<file path="config.mk">
export PLATFORM = sky130hd
export DESIGN_NAME = exe_stage
export DESIGN_NICKNAME = d
export VERILOG_FILES = /design/src/rtl/exe_stage_pkg.sv /design/src/rtl/exe_divider.sv /design/src/rtl/exe_stage.sv
export SDC_FILE = /design/constraint.sdc
export NUM_CORES = 1
export LEC_CHECK = 0
export ABC_AREA = 1
export CORE_AREA = 2 2 174 176
export DETAILED_ROUTE_END_ITERATION = 6
export DIE_AREA = 0 0 176 178
export PLACE_DENSITY_LB_ADDON = 0.3
export SLEW_MARGIN = 20
export SYNTH_ARGS = -nofsm -noshare
export SYNTH_HDL_FRONTEND = slang
export SYNTH_HIERARCHICAL = 1
export SYNTH_SLANG_ARGS = --single-unit
</file>
<file path="constraint.sdc">
create_clock -name clk -period 20.7 [get_ports clk]
set_input_delay 2.07 -clock clk [delete_from_list [all_inputs] [get_ports clk]]
set_output_delay 2.07 -clock clk [all_outputs]
set_load 0.05 [all_outputs]
</file>
<file path="src/rtl/exe_stage_pkg.sv">
// rtl/exe_stage_pkg.sv - shared bus widths, field indices and divider states for the EXE stage
package exe_stage_pkg;

    localparam int ID_TO_EXE_BUS_WIDTH  = 151;
    localparam int EXE_TO_MEM_BUS_WIDTH = 71;
    localparam int BYPASS_BUS_WIDTH     = 38;

    localparam int ALU_ADD  = 0;
    localparam int ALU_SUB  = 1;
    localparam int ALU_SLT  = 2;
    localparam int ALU_SLTU = 3;
    localparam int ALU_AND  = 4;
    localparam int ALU_NOR  = 5;
    localparam int ALU_OR   = 6;
    localparam int ALU_XOR  = 7;
    localparam int ALU_SLL  = 8;
    localparam int ALU_SRL  = 9;
    localparam int ALU_SRA  = 10;
    localparam int ALU_LUI  = 11;

    localparam int DIV_SIGNED_BIT = 0;
    localparam int DIV_MOD_BIT    = 1;
    localparam int DIV_EN_BIT     = 2;

    typedef enum logic [1:0] {
        DIV_IDLE = 2'd0,
        DIV_BUSY = 2'd1,
        DIV_DONE = 2'd2
    } div_state_e;

    typedef struct packed {
        logic [31:0] pc;
        logic [11:0] alu_op;
        logic [2:0]  div_op;
        logic [31:0] src1;
        logic [31:0] src2;
        logic [31:0] rkd_value;
        logic        mem_we;
        logic        res_from_mem;
        logic        reg_we;
        logic [4:0]  reg_waddr;
    } id_to_exe_t;

endpackage

</file>
<file path="src/rtl/exe_divider.sv">
// rtl/exe_divider.sv - 32-step restoring divider with sign correction and ack handshake
module exe_divider
    import exe_stage_pkg::*;
(
    input  logic        clk,
    input  logic        reset,
    input  logic        start,
    input  logic        is_signed,
    input  logic [31:0] dividend,
    input  logic [31:0] divisor,
    input  logic        ack,
    output logic        done,
    output logic [31:0] quotient,
    output logic [31:0] remainder
);

    div_state_e  state_q, state_d;
    logic [4:0]  cnt_q, cnt_d;
    logic [31:0] rem_q, rem_d;
    logic [31:0] quo_q, quo_d;
    logic [31:0] dsr_q, dsr_d;
    logic        q_neg_q, q_neg_d;
    logic        r_neg_q, r_neg_d;
    logic        dzero_q, dzero_d;
    logic [32:0] rem_sh;
    logic [32:0] rem_sub;

    always_comb begin
        state_d = state_q;
        cnt_d   = cnt_q;
        rem_d   = rem_q;
        quo_d   = quo_q;
        dsr_d   = dsr_q;
        q_neg_d = q_neg_q;
        r_neg_d = r_neg_q;
        dzero_d = dzero_q;
        // quo_q doubles as the dividend shift register feeding rem_sh
        rem_sh  = {rem_q, quo_q[31]};
        rem_sub = rem_sh - {1'b0, dsr_q};
        case (state_q)
            DIV_IDLE: begin
                if (start) begin
                    rem_d   = '0;
                    quo_d   = (is_signed && dividend[31]) ? -dividend : dividend;
                    dsr_d   = (is_signed && divisor[31]) ? -divisor : divisor;
                    q_neg_d = is_signed && (dividend[31] ^ divisor[31]);
                    r_neg_d = is_signed && dividend[31];
                    dzero_d = (divisor == 32'd0);
                    cnt_d   = '0;
                    state_d = DIV_BUSY;
                end
            end
            DIV_BUSY: begin
                if (!rem_sub[32]) begin
                    rem_d = rem_sub[31:0];
                    quo_d = {quo_q[30:0], 1'b1};
                end else begin
                    rem_d = rem_sh[31:0];
                    quo_d = {quo_q[30:0], 1'b0};
                end
                cnt_d = cnt_q + 5'd1;
                if (cnt_q == 5'd31) begin
                    state_d = DIV_DONE;
                end
            end
            DIV_DONE: begin
                if (ack) begin
                    state_d = DIV_IDLE;
                end
            end
            default: state_d = DIV_IDLE;
        endcase
    end

    always_ff @(posedge clk) begin
        if (!reset) begin
            state_q <= DIV_IDLE;
        end else begin
            state_q <= state_d;
        end
    end

    always_ff @(posedge clk) begin
        cnt_q   <= cnt_d;
        rem_q   <= rem_d;
        quo_q   <= quo_d;
        dsr_q   <= dsr_d;
        q_neg_q <= q_neg_d;
        r_neg_q <= r_neg_d;
        dzero_q <= dzero_d;
    end

    // divide-by-zero keeps the all-ones quotient regardless of operand signs
    assign done      = (state_q == DIV_DONE);
    assign quotient  = dzero_q ? 32'hFFFF_FFFF : (q_neg_q ? -quo_q : quo_q);
    assign remainder = r_neg_q ? -rem_q : rem_q;

endmodule

</file>
<file path="src/rtl/exe_stage.sv">
// rtl/exe_stage.sv - EXE pipeline stage: ALU, optional divider (EXE_DIV_EN), data SRAM request
module exe_stage
    import exe_stage_pkg::*;
(
    input  logic                            clk,
    input  logic                            reset,
    output logic                            exe_allow_in,
    input  logic                            id_to_exe_valid,
    input  logic                            mem_allow_in,
    output logic                            exe_to_mem_valid,
    input  logic [ID_TO_EXE_BUS_WIDTH-1:0]  id_to_exe_bus,
    output logic [EXE_TO_MEM_BUS_WIDTH-1:0] exe_to_mem_bus,
    output logic                            exe_valid,
    output logic [BYPASS_BUS_WIDTH-1:0]     exe_to_id_bypass_bus,
    output logic                            exe_fwd_stall,
    output logic                            data_sram_en,
    output logic [3:0]                      data_sram_we,
    output logic [31:0]                     data_sram_addr,
    output logic [31:0]                     data_sram_wdata
);

    id_to_exe_t  bus_q, bus_d;
    logic        exe_valid_q, exe_valid_d;
    logic        exe_ready_go;
    logic        fire;
    logic [31:0] alu_result;
    logic [31:0] result;
    logic [4:0]  sh;

    always_comb begin
        exe_valid_d = exe_valid_q;
        bus_d       = bus_q;
        if (exe_allow_in) begin
            exe_valid_d = id_to_exe_valid;
        end
        if (exe_allow_in && id_to_exe_valid) begin
            bus_d = id_to_exe_t'(id_to_exe_bus);
        end
    end

    always_ff @(posedge clk) begin
        if (!reset) begin
            exe_valid_q <= 1'b0;
        end else begin
            exe_valid_q <= exe_valid_d;
        end
    end

    always_ff @(posedge clk) begin
        bus_q <= bus_d;
    end

    assign sh = bus_q.src2[4:0];

    always_comb begin
        alu_result = '0;
        if (bus_q.alu_op[ALU_ADD])  alu_result |= bus_q.src1 + bus_q.src2;
        if (bus_q.alu_op[ALU_SUB])  alu_result |= bus_q.src1 - bus_q.src2;
        if (bus_q.alu_op[ALU_SLT])  alu_result |= {31'b0, $signed(bus_q.src1) < $signed(bus_q.src2)};
        if (bus_q.alu_op[ALU_SLTU]) alu_result |= {31'b0, bus_q.src1 < bus_q.src2};
        if (bus_q.alu_op[ALU_AND])  alu_result |= bus_q.src1 & bus_q.src2;
        if (bus_q.alu_op[ALU_NOR])  alu_result |= ~(bus_q.src1 | bus_q.src2);
        if (bus_q.alu_op[ALU_OR])   alu_result |= bus_q.src1 | bus_q.src2;
        if (bus_q.alu_op[ALU_XOR])  alu_result |= bus_q.src1 ^ bus_q.src2;
        if (bus_q.alu_op[ALU_SLL])  alu_result |= bus_q.src1 << sh;
        if (bus_q.alu_op[ALU_SRL])  alu_result |= bus_q.src1 >> sh;
        if (bus_q.alu_op[ALU_SRA])  alu_result |= 32'($signed(bus_q.src1) >>> sh);
        if (bus_q.alu_op[ALU_LUI])  alu_result |= bus_q.src2;
    end

`ifdef EXE_DIV_EN
    logic        div_done;
    logic [31:0] div_quo;
    logic [31:0] div_rem;

    exe_divider u_divider (
        .clk       (clk),
        .reset     (reset),
        .start     (exe_valid_q && bus_q.div_op[DIV_EN_BIT]),
        .is_signed (bus_q.div_op[DIV_SIGNED_BIT]),
        .dividend  (bus_q.src1),
        .divisor   (bus_q.src2),
        .ack       (fire),
        .done      (div_done),
        .quotient  (div_quo),
        .remainder (div_rem)
    );

    assign exe_ready_go = !bus_q.div_op[DIV_EN_BIT] || div_done;
    assign result       = bus_q.div_op[DIV_EN_BIT] ?
                          (bus_q.div_op[DIV_MOD_BIT] ? div_rem : div_quo) : alu_result;
`else
    logic unused_div_op;

    // divides are trapped in ID when the divider is absent
    assign unused_div_op = ^bus_q.div_op;
    assign exe_ready_go  = 1'b1;
    assign result        = alu_result;
`endif

    assign exe_valid        = exe_valid_q;
    assign exe_allow_in     = !exe_valid_q || (exe_ready_go && mem_allow_in);
    assign exe_to_mem_valid = exe_valid_q && exe_ready_go;
    assign fire             = exe_valid_q && exe_ready_go && mem_allow_in;

    assign exe_to_mem_bus       = {bus_q.pc, result, bus_q.res_from_mem, bus_q.reg_we, bus_q.reg_waddr};
    assign exe_to_id_bypass_bus = {bus_q.reg_we, bus_q.reg_waddr, result};
    assign exe_fwd_stall        = exe_valid_q && bus_q.reg_we && (bus_q.res_from_mem || !exe_ready_go);

    // request only in the hand-off cycle so a stalled access is never repeated
    assign data_sram_en    = fire && (bus_q.res_from_mem || bus_q.mem_we);
    assign data_sram_we    = (fire && bus_q.mem_we) ? 4'hf : 4'h0;
    assign data_sram_addr  = alu_result;
    assign data_sram_wdata = bus_q.rkd_value;

endmodule
</file>
== Word-level counts from Yosys, hierarchy flattened ==
Index checks and enable logic that the tools add are counted.
Storage, ports and cells
  register bits after elaboration: 149
  input bits: 155
  logic and storage cells: 54
  output and inout port bits: 182
Cells by class
  add/subtract/negate cells: 2
  bitwise operators: 15
  muxes and demuxes: 13
  magnitude comparators: 2
  reductions and logical operators: 9
  shift-type cells: 3
Operators by type and width (number)
  32-bit two-way mux: 12
  32-bit OR: 10
  32-bit less-than comparator: 2
  32-bit by 1-bit OR with 32-bit output: 2
  32-bit adder: 1
  32-bit bitwise AND: 1
  32-bit NOT: 1
  32-bit by 5-bit << shifter with 32-bit output: 1
  32-bit by 5-bit >> shifter with 32-bit output: 1
  32-bit by 5-bit >>> shifter with 32-bit output: 1
  32-bit subtractor: 1
  32-bit bitwise XOR: 1
  1-bit logical AND: 6
  4-bit two-way mux: 1
  1-bit logical OR: 2
  1-bit zero test: 1

== Longest topological paths before layout ==
Gate-level depths: netlist (run 1).
  word-level depth: 24
  mapped depth: 19
  gate-level depth less buffers: 15

== Worst setup path before layout (run 1) ==
No wires, ideal clock.
  path kind: input port to flip-flop
  start: in id_to_exe_valid
  end: reg bus_q[100] in the netlist's numbering, enable pin
  arrival: 9226 ps
  buffers on the path: 0
  library setup time: 703 ps
  required time: 19997 ps
  slack: 10771 ps
  cell stages on the path: 2
  path through: inv_1 > a21oi_1
Between the ends
  cells in the longest elaborated chain, start to end: 1
RTL lines
  start, declared: RTL line exe_stage.sv:8  | input logic id_to_exe_valid,
  1-bit logical AND: RTL line exe_stage.sv:36  | if (exe_allow_in && id_to_exe_valid) begin
  end signal, assigned: RTL line exe_stage.sv:50  | bus_q <= bus_d;
  end, declared: RTL line exe_stage.sv:22  | id_to_exe_t bus_q, bus_d;
Every way passes these cells.
A chain may end at the register's enable or synchronous reset.

== Final worst setup path (run 1) ==
  start: reg bus_q[43] in the netlist's numbering
  end: out exe_to_id_bypass_bus[12]
Between the ends
  cells in the longest elaborated chain, start to end: 24
  elaborated cells between the ends (all ways): 28
  classes of those cells: add/sub: 2; shift: 3; mux: 12; bitwise: 11
RTL lines
  32-bit adder: RTL line exe_stage.sv:57  | if (bus_q.alu_op[ALU_ADD]) alu_result |= bus_q.src1 + bus_q.src2;
  32-bit two-way mux: RTL line exe_stage.sv:57
  32-bit OR: RTL line exe_stage.sv:58  | if (bus_q.alu_op[ALU_SUB]) alu_result |= bus_q.src1 - bus_q.src2;
  32-bit two-way mux: RTL line exe_stage.sv:58
  32-bit by 1-bit OR with 32-bit output: RTL line exe_stage.sv:59  | if (bus_q.alu_op[ALU_SLT]) alu_result |= {31'b0, $signed(bus_q.src1) < $signed(bus_q.src2)};
  32-bit two-way mux: RTL line exe_stage.sv:59
  32-bit by 1-bit OR with 32-bit output: RTL line exe_stage.sv:60  | if (bus_q.alu_op[ALU_SLTU]) alu_result |= {31'b0, bus_q.src1 < bus_q.src2};
  32-bit two-way mux: RTL line exe_stage.sv:60
  [8 not listed]
  32-bit OR: RTL line exe_stage.sv:65  | if (bus_q.alu_op[ALU_SLL]) alu_result |= bus_q.src1 << sh;
  32-bit two-way mux: RTL line exe_stage.sv:65
  32-bit OR: RTL line exe_stage.sv:66  | if (bus_q.alu_op[ALU_SRL]) alu_result |= bus_q.src1 >> sh;
  32-bit two-way mux: RTL line exe_stage.sv:66
  32-bit OR: RTL line exe_stage.sv:67  | if (bus_q.alu_op[ALU_SRA]) alu_result |= 32'($signed(bus_q.src1) >>> sh);
  32-bit two-way mux (*): RTL line exe_stage.sv:67
  32-bit OR: RTL line exe_stage.sv:68  | if (bus_q.alu_op[ALU_LUI]) alu_result |= bus_q.src2;
  32-bit two-way mux (*): RTL line exe_stage.sv:68
  end, declared: RTL line exe_stage.sv:14  | output logic [BYPASS_BUS_WIDTH-1:0] exe_to_id_bypass_bus,
Mark *: on every way between the ends. The rest lies on a longest branch, timed or not.

==> results of run 1 <==
cells in the final DEF (no fill, tap or decap), types with 14 or more instances in the layout:
cell / instances
nand2_1: 755
nand3_1: 413
clkdlybuf4s50_1: 333
inv_1: 302
nor2_1: 185
edfxtp_1: 148
ha_1: 97
a21oi_1: 84
o21ai_0: 59
nand4_1: 40
nor3_1: 22
buf_4: 18
clkbuf_16: 17
o21ai_1: 15
o22ai_1: 15
and2_1: 14
o211ai_1: 14
layer usage:
| metal | wire length (µm) | part of all wire [%] |
|---|---|---|
| met1 | 24300 | 35 |
| met3 | 8990 | 13 |
| met2 | 31500 | 45 |
| met5 | 91 | 0.13 |
| met4 | 5350 | 7.6 |
state kept, by name (all words and copies together) (netlist names):
name,cells
data_sram_wdata,32
exe_to_mem_bus,33
exe_to_mem_valid,1
bus_q,77
exe_to_id_bypass_bus,6
power by group through the flow:
stage          Clock, mW  Sequential, mW  Combinational, mW
6_report           0.333           0.374              0.505
4_1_cts            0.334           0.372              0.490
2_1_floorplan          0           0.374              0.341
3_5_place_dp           0           0.378              0.486
5_1_grt            0.344           0.374              0.534
3_3_place_gp           0           0.377              0.478
path summary, 6_finish.rpt:
check	startpoint	endpoint	slack, ns
setup / recovery	bus_q[43]$_DFFE_PP_	exe_to_id_bypass_bus[12]	13.54
hold / removal	exe_to_mem_valid$_SDFFE_PN0N_	exe_to_mem_valid$_SDFFE_PN0N_	0.74
setup reg to reg	exe_to_mem_valid$_SDFFE_PN0N_	bus_q[100]$_DFFE_PP_	18.19
hold reg to reg	exe_to_mem_valid$_SDFFE_PN0N_	exe_to_mem_valid$_SDFFE_PN0N_	0.74
final cells by class:
class	instances	area [µm²]	area share (%)
antenna	2	5.00	0.0264
clock buffer	19	433	2.28
clock inverter	13	171	0.904
inverter	313	1180	6.21
multi-input combinational	1775	8760	46.2
sequential	149	4460	23.5
tap	390	488	2.57
timing repair buffer	351	3470	18.3
worst max-delay path: stages (launching register included):
cell and delay, ns:
edfxtp_1 0.36, buf_4 0.27, inv_2 0.38, buf_4 0.58, ha_1 0.39, inv_2 0.11
nand2_1 0.14, nand3_1 0.29, nand2_1 0.14, nand3_1 0.24, o21ai_0 0.53, nand4_1 0.36
clkdlybuf4s50_1 0.80
logic make-up (layout without fill, tap and decap cells):
kind of cell / after synthesis / in the layout
buffers and inverters: 554 / 696
AND/OR/NAND/NOR: 1447 / 1447
multiplexers: 1 / 1
flip-flops: 149 / 149
AO/OA/AOI/OAI: 228 / 228
other: 0 / 2
adder cells (fa/ha/maj): 99 / 99
through the flow:
stage / setup WS (ns) / cell area (µm²) / cells / power [mW] / hold WS, ns
floorplan: 10.77 / 16000 / 2478 / 0.715 / 1.14
global placement: 14.41 / 18400 / 2978 / 0.855 / 0.607
detailed placement: 14.33 / 18400 / 2978 / 0.864 / 0.689
CTS: 13.79 / 19000 / 3010 / 1.20 / 0.731
global route: 13.53 / 19000 / 3011 / 1.25 / 0.763
finish: 13.54 / 19000 / 3012 / 1.21 / 0.742
==> metrics.csv, run 1 <==
stage,metric,value,unit
clock_tree,max-clock-path-buffers,2,
yosys,yosys-top-cells-count,"nand2_1, nand3_1, inv_1, nor2_1, buf_4",
sta,setup_viol,0,
global_route,grt-ovfl-total,0,
pwr,power.internal,698,µW
clock_tree,cts_setup_buffers,0,
pwr,ir_drop,63.5,µV
drt,drtAntennaViolNets,0,
pwr,leakagePower,8.96,nW
yosys,synthMostInstantiatedCell,nand2_1,
pwr,p_switching,514,µW
clock_tree,post_cts_resized,0,
critical_path,worst_setup_path_start_kind,register,
outcome,status,"complete, but fails checks",
yosys,ys_seq_area_share,28.0,%
yosys,synth_xor_area_share,0,%
sta,finalHoldViolations,0,
pwr,powerDensity,63.9,mW/mm²
global_route,gr-usage-met2,70.9,%
yosys,synth-simple-area-share,38.6,%
clock_tree,hold_buffers,0,
worst_hold_path,min_path_type,register to register,
clock_tree,htree_levels,4,
clock_tree,cts_sinks,149,
yosys,ys_warn_count,6,
clock_tree,cts-root-buf,clkbuf_16,
placement,portBuffers,333,
floorplan,dieArea,0.0313,mm²
global_route,antenna_found_initial,4,
sta,fin_tns_setup,0,ns
sta,fin_crit,7.16,ns
clock_tree,path_clk_slew,0.07,ns
placement,place_congestion,1.10,
pwr,swShare,42.4,%
floorplan,die_w,176,µm
yosys,ys_seq_elements,149,
yosys,synth_compound_area_share,8.29,%
drt,vias,18316,
critical_path,arrival,5.09,ns
yosys,netlist.area_leader.share,27.8,%
drt,dr.pass1.iters,7,
sta,rsz0062_at_grt,no,
floorplan,core.rowCount,63,
outcome,violations,DRC,
yosys,synth_cell_type_count,43,
final_layout,drive_above_1_share,2.40,%
global_route,grt_use_met3,11.7,%
pwr,p_seq_share,30.9,%
yosys,postSynth.asyncResetShare,0,%
yosys,synth_fp_nets,2732,
critical_path,cp-end-kind,output port,
global_route,grt_pass1_vias,17035,
yosys,avgSynthCellArea,6.44,µm²
drt,wl_per_cell,23.3,µm
yosys,yosysTopAreaCell,edfxtp_1,
critical_path,cp_max_fo,49,
global_route,grt_use_met1,52.0,%
floorplan,fp.coreArea,0.0294,mm²
floorplan,ios,337,
worst_hold_path,min_path_cells,2,
yosys,synth_edf_count,148,
critical_path,path_class,register to output port,
pwr,pwr-share-clk,27.5,%
critical_path,rr_worst_depth,2,
clock_tree,cts_buffers,17,
sta,drv_slew,0,
yosys,synth_cells,2478,
clock_tree,clk-insertion-delay-late,0.47,ns
global_route,grt_pass1_wl,102000,µm
sta,skew,0.0194,ns
flow_run,max_cap_violations,0,
sta,fin_crit_sh,34.6,%
yosys,yosys-mux-area-fraction,0.0627,%
final_layout,syn2layout_area_growth,18.9,%
final_layout,utilization,64.5,%
clock_tree,cts_tree,done,
yosys,synth_area,0.0160,mm²
critical_path,cp.required,18.63,ns
final_layout,layout.nets,2861,
floorplan,start_util,54.3,%
drt,first_iter_violations,3160,
yosys,synth_top_family_by_area,simple AND/OR/NAND/NOR gates,
yosys,synthAdderAreaFrac,7.86,%
global_route,grt_usage,44.1,%
drt,drcViolationCount,6,
pwr,combPwrFrac,41.7,%
sta,max_slew_margin,31.9,%
global_route,grt_busiest_layer,met2,
global_route,grt_max_degree,72,
placement,dp_hpwl,54400,µm
yosys,synthTopCellsByArea,"edfxtp_1, nand2_1, nand3_1, ha_1, buf_4",
drt,wl,70300,µm
sta,fmax,0.140,GHz
floorplan,die_h,178,µm
sta,worst_pin_slew,1.02,ns
drt,viasPerCell,6.08,
final_layout,fill_cells,2633,
yosys,yosys_most_used_dff,edfxtp_1,
Power figures use the tool's default switching activity.
==> run 2, diff against run 1 <==
- CORE_AREA: 2 2 174 176 -> 2 2 186 188
- DIE_AREA: 0 0 176 178 -> 0 0 188 190
- clock period: 20.7 -> 6.1 ns (I/O delays scaled with it)
==> run 2 against run 1 <==
- the flow now finishes without violations
- global-route usage shrank 6.1 points
- routed wire length shrank 2.2%
- hold slack lost 0.14 ns
- non-clock buffer count grew 5
- clock power grew to 3.3 times the previous value
- sequential power grew to 3.4 times the previous value
- final cell count grew 2.3%
- register-to-register slack lost 14 ns
- flip-flop and latch count is the same
- clock-buffer cell count shrank 2
- first-iteration DRC count shrank 29%
==> metrics.csv, run 2 (synthesis results as in run 1) <==
stage,metric,value,unit,change
final_layout,utilization,56.2,%,was 64.5%
clock_tree,hold_buffers,0,,unchanged
placement,portBuffers,333,,unchanged
sta,drv_slew,0,,unchanged
drt,viasPerCell,5.79,,was 6.08
clock_tree,post_cts_resized,0,,unchanged
worst_hold_path,hp-start,exe_to_mem_valid$_SDFFE_PN0N_,,unchanged
sta,fin_crit_sh,88.4,%,
critical_path,r2r_end,bus_q[111]$_DFFE_PP_,,was bus_q[100]$_DFFE_PP_
drt,dr.pass1.iters,6,,was 7
pwr,leakagePower,8.99,nW,was 8.96 nW
final_layout,mostFrequentLayoutCells,"nand2_1, nand3_1, clkdlybuf4s50_1, inv_1, nor2_1",,unchanged
global_route,grt_usage,38.0,%,was 44.1%
clock_tree,cts_setup_buffers,0,,unchanged
global_route,antenna_found_initial,1,,was 4
sta,setup_viol,0,,unchanged
placement,place_congestion,1.04,,was 1.10
sta,fin_tns_setup,0,ns,unchanged
critical_path,cp-end-kind,output port,,unchanged
final_layout,multi_input_area,0.00876,mm²,about the same
critical_path,worst_setup_path_start_kind,register,,unchanged
clock_tree,clk-insertion-delay-late,0.45,ns,was 0.47 ns
global_route,grt_pass1_wl,101000,µm,was 102000 µm
worst_hold_path,min_path_cells,2,,unchanged
critical_path,rr_worst_depth,2,,unchanged
clock_tree,path_clk_slew,0.07,ns,about the same
clock_tree,cts_sinks,149,,unchanged
final_layout,largest_reg_flops,77,,unchanged
flow_run,max_cap_violations,0,,unchanged
drt,drtAntennaViolNets,0,,unchanged
floorplan,ios,337,,unchanged
clock_tree,cts_tree,done,,unchanged
global_route,grt_max_degree,68,,was 72
critical_path,r2r_slack,4.48,ns,was 18.19 ns
drt,wl,68800,µm,was 70300 µm
final_layout,top_register,bus_q,,unchanged
sta,skew,0.0160,ns,was 0.0194 ns
clock_tree,cts-root-buf,clkbuf_16,,unchanged
critical_path,path_class,register to output port,,unchanged
global_route,grt-ovfl-total,0,,unchanged
sta,fmax,0.186,GHz,
final_layout,regArea,0.00446,mm²,unchanged
worst_hold_path,min_path_type,register to register,,unchanged
sta,fin_crit,5.39,ns,
sta,worst_pin_slew,0.997,ns,was 1.02 ns
pwr,powerDensity,213,mW/mm²,was 63.9 mW/mm²
critical_path,cp.required,5.49,ns,was 18.63 ns
critical_path,arrival,4.78,ns,was 5.09 ns
final_layout,diodes,0,,was 2
pwr,ir_drop,211,µV,was 63.5 µV
drt,first_iter_violations,2228,,was 3160
sta,max_slew_margin,33.3,%,was 31.9%
clock_tree,htree_levels,4,,unchanged
outcome,status,finished clean,,"was complete, but fails checks"
floorplan,dieArea,0.0357,mm²,was 0.0313 mm²
drt,drcViolationCount,0,,was 6
final_layout,fill_cells,3302,,was 2633
final_layout,fin_cells,3080,,was 3012
placement,dp_hpwl,55900,µm,was 54400 µm
critical_path,reg2reg_from,exe_to_mem_valid$_SDFFE_PN0N_,,unchanged
clock_tree,cts_buffers,17,,unchanged
floorplan,core.rowCount,68,,was 63
global_route,grt_pass1_vias,16915,,was 17035
final_layout,final_common_cell,nand2_1,,unchanged
drt,wl_per_cell,22.3,µm,was 23.3 µm
sta,finalHoldViolations,0,,unchanged
floorplan,die_h,190,µm,was 178 µm
floorplan,start_util,47.0,%,was 54.3%
final_layout,drive_above_1_share,2.67,%,was 2.40%
final_layout,layout.nets,2866,,was 2861
worst_hold_path,hold_end,exe_to_mem_valid$_SDFFE_PN0N_,,unchanged
sta,rsz0062_at_grt,no,,unchanged
floorplan,die_w,188,µm,was 176 µm
clock_tree,max-clock-path-buffers,2,,unchanged
floorplan,fp.coreArea,0.0339,mm²,was 0.0294 mm²
drt,vias,17818,,was 18316
critical_path,cp_max_fo,39,,was 49
placement,dpl.cell_count,3048,,was 2978
final_layout,syn2layout_area_growth,19.6,%,was 18.9%
run 2: routing by layer:
layer,track usage [%],routed length (µm)
met3,9.41,7810
met4,21.7,4110
met5,0,13
met1,44.6,24900
met2,63.5,31900
run 2: critical path: stages (launching register included):
cell and delay (ns):
edfxtp_1 0.66, inv_2 0.46, buf_4 0.49, ha_1 0.23, nand2_1 0.07, nand3_1 0.18
nand2_1 0.07, nand2_1 0.06, o21ai_0 0.08, nor3_1 0.71, nand4_1 0.45, clkdlybuf4s50_1 0.84
run 2: power by group:
part	leakage [nW]	internal (mW)	switching [mW]
sequential	1.44	1.20	0.0632
combinational	7.26	0.519	1.19
clock	0.291	0.587	0.508
total	8.99	2.31	1.76
run 2: worst max-delay path by stage:
stage                        start                      end  slack [ns]  cells past startpoint
2_1_floorplan         mem_allow_in     bus_q[100]$_DFFE_PP_        0.68                      2
3_3_place_gp   bus_q[41]$_DFFE_PP_       exe_to_mem_bus[10]        1.65                     11
5_1_grt        bus_q[41]$_DFFE_PP_       exe_to_mem_bus[10]        0.65                     11
4_1_cts        bus_q[41]$_DFFE_PP_  exe_to_id_bypass_bus[3]        1.15                     11
6_report       bus_q[41]$_DFFE_PP_  exe_to_id_bypass_bus[3]        0.71                     11
3_5_place_dp   bus_q[41]$_DFFE_PP_  exe_to_id_bypass_bus[3]        1.64                     11
run 2: metrics by stage:
step	setup WS [ns]	total power [mW]	hold WS [ns]	area [µm²]
2_1_floorplan	0.676	2.42	0.709	16000
4_1_cts	1.15	4.05	0.616	19100
6_report	0.711	4.07	0.606	19100
5_1_grt	0.650	4.25	0.664	19100
3_5_place_dp	1.64	2.95	0.608	18500
3_3_place_gp	1.65	2.93	0.584	18500
run 2: layout make-up:
type | instances | area share, %
inverters | 313 | 6.17
clock inverters | 15 | 0.931
well taps | 455 | 2.98
flip-flops and latches | 149 | 23.4
repair buffers | 356 | 18.4
multi-input cells | 1775 | 45.9
clock buffers | 17 | 2.23
==> run 3, diff against run 2 <==
- MAX_ROUTING_LAYER: default -> met4
==> run 3 against run 2 <==
- sequential share of layout area increased by 0.066 points
- highest routed layer is now met4
- sequential power is essentially flat
- global-route usage grew 0.70 points
- clock-buffer cell count unchanged
- register-to-register slack lost 0.06 ns
- flip-flop and latch count stayed put
- largest power group unchanged
- final cell count about the same
- clock power fell by 6%
- critical path depth is 1 lower
- die area stayed put
- combinational power about the same
- critical path type unchanged
- maximum frequency increased by 9.7%
- critical endpoint is now exe_to_id_bypass_bus[12]
==> metrics.csv, run 3 (synthesis results as in run 1) <==
stage,metric,value,unit,change
critical_path,crit_slowest_cell,clkdlybuf4s50_1,,unchanged
sta,fin_crit,4.91,ns,was 5.39 ns
global_route,grt_pass1_wl,99200,µm,was 101000 µm
placement,portBuffers,333,,unchanged
final_layout,fin_cells,3078,,was 3080
sta,skew,0.0186,ns,was 0.0160 ns
floorplan,dieArea,0.0357,mm²,unchanged
final_layout,top_register,bus_q,,unchanged
clock_tree,cts-root-buf,clkbuf_16,,unchanged
placement,place_congestion,1.07,,was 1.04
final_layout,regArea,0.00446,mm²,unchanged
floorplan,ios,337,,unchanged
sta,drv_slew,0,,unchanged
critical_path,cp_max_fo,14,,was 39
pwr,ir_drop,230,µV,was 211 µV
final_layout,final_common_cell,nand2_1,,unchanged
sta,worst_pin_slew,0.911,ns,was 0.997 ns
clock_tree,cts_tree,done,,unchanged
sta,setup_viol,0,,unchanged
pwr,leakagePower,8.97,nW,was 8.99 nW
outcome,status,finished clean,,unchanged
clock_tree,cts_sinks,149,,unchanged
flow_run,max_cap_violations,0,,unchanged
global_route,grt_usage,38.7,%,was 38.0%
sta,rsz0062_at_grt,no,,unchanged
placement,dp_hpwl,55300,µm,was 55900 µm
drt,drtAntennaViolNets,0,,unchanged
pwr,powerDensity,210,mW/mm²,was 213 mW/mm²
critical_path,cp-end-kind,output port,,unchanged
final_layout,layout.nets,2862,,was 2866
floorplan,fp.coreArea,0.0339,mm²,unchanged
drt,wl_per_cell,22.2,µm,was 22.3 µm
worst_hold_path,min_path_type,register to register,,unchanged
sta,fmax,0.204,GHz,was 0.186 GHz
critical_path,arrival,4.30,ns,was 4.78 ns
critical_path,path_cells,"inv_2, ha_1, nor2_1, nand2_1, nand3_1, nand2_1, nand3_1, o21ai_0, nand4_1, clkdlybuf4s50_1",,"was inv_2, buf_4, ha_1, nand2_1, nand3_1, nand2_1, nand2_1, o21ai_0, nor3_1, nand4_1, clkdlybuf4s50_1"
drt,wl,68300,µm,was 68800 µm
drt,viasPerCell,5.73,,was 5.79
clock_tree,max-clock-path-buffers,2,,unchanged
sta,max_slew_margin,39.1,%,was 33.3%
drt,dr.pass1.iters,6,,unchanged
drt,vias,17650,,was 17818
clock_tree,cts_buffers,17,,unchanged
placement,dpl.cell_count,3044,,was 3048
critical_path,cp.required,5.49,ns,about the same
clock_tree,hold_buffers,0,,unchanged
floorplan,die_w,188,µm,unchanged
floorplan,core.rowCount,68,,unchanged
final_layout,syn2layout_area_growth,19.2,%,was 19.6%
floorplan,start_util,47.0,%,unchanged
drt,drcViolationCount,0,,unchanged
clock_tree,clk-insertion-delay-late,0.47,ns,was 0.45 ns
critical_path,path_class,register to output port,,unchanged
clock_tree,htree_levels,4,,unchanged
drt,first_iter_violations,2405,,was 2228
final_layout,drive_above_1_share,2.52,%,was 2.67%
global_route,grt_max_degree,149,,was 68
clock_tree,cts_setup_buffers,0,,unchanged
global_route,grt-ovfl-total,0,,unchanged
sta,fin_tns_setup,0,ns,unchanged
final_layout,mostFrequentLayoutCells,"nand2_1, nand3_1, clkdlybuf4s50_1, inv_1, nor2_1",,unchanged
global_route,antenna_found_initial,2,,was 1
final_layout,multi_input_area,0.00876,mm²,about the same
sta,finalHoldViolations,0,,unchanged
clock_tree,path_clk_slew,0.07,ns,about the same
final_layout,fill_cells,3258,,was 3302
global_route,grt_pass1_vias,16538,,was 16915
floorplan,die_h,190,µm,unchanged
critical_path,crit_path_max_incr_delay,0.82,ns,was 0.84 ns
clock_tree,post_cts_resized,0,,unchanged
critical_path,worst_setup_path_start_kind,register,,unchanged
sta,fin_crit_sh,80.6,%,was 88.4%
final_layout,largest_reg_flops,77,,unchanged
run 3: metal layers:
metal	GRT usage (%)	vias to the layer above	share of wire [%]
met3	7.40	169	9.2
li1	-	8240	-
met1	45.3	8173	38
met5	-	-	0
met4	21.4	0	5.7
met2	62.9	1068	47
run 3: critical path: cells and delay by family, from the launching register on:
kind	cells	cell delay, ns
AO/OA/AOI/OAI	1	0.46
adder cells (fa/ha/maj)	1	0.54
buffers and inverters	2	1.05
flip-flops	1	0.64
AND/OR/NAND/NOR	6	1.14
run 3: worst paths after layout:
path,startpoint,slack (ns),depth (start not counted),endpoint
min,exe_to_mem_valid$_SDFFE_PN0N_,0.63,2,exe_to_mem_valid$_SDFFE_PN0N_
min reg2reg,exe_to_mem_valid$_SDFFE_PN0N_,0.63,2,exe_to_mem_valid$_SDFFE_PN0N_
max,bus_q[42]$_DFFE_PP_,1.19,10,exe_to_id_bypass_bus[12]
max reg2reg,exe_to_mem_valid$_SDFFE_PN0N_,4.42,2,bus_q[53]$_DFFE_PP_
run 3: cell type report:
| type | instances | share of cell area [%] |
|---|---|---|
| antenna | 2 | 0.0263 |
| clock buffer | 17 | 2.24 |
| clock inverter | 15 | 0.704 |
| inverter | 313 | 6.19 |
| multi-input combinational | 1775 | 46.1 |
| sequential | 149 | 23.5 |
| tap | 455 | 2.99 |
| timing repair buffer | 352 | 18.3 |
run 3: power breakdown:
| part | switching (mW) | leakage, nW | internal, mW | total (mW) |
|---|---|---|---|---|
| combinational | 1.19 | 7.25 | 0.519 | 1.70 |
| sequential | 0.0632 | 1.44 | 1.20 | 1.26 |
| clock | 0.492 | 0.277 | 0.539 | 1.03 |
| total | 1.74 | 8.97 | 2.26 | 4.00 |
run 3: metrics by stage:
step                worst slack (ns)  utilization [%]  total power, mW  hold WS, ns  cell area [µm²]
floorplan                      0.676                -             2.42        0.709            16000
global placement                1.83             54.4             2.93        0.582            18500
detailed placement              1.82             54.4             2.95        0.611            18500
CTS                             1.33             56.0             3.98        0.625            19000
global route                    1.02             56.0             4.17        0.684            19000
finish                          1.19             56.0             4.00        0.627            19000
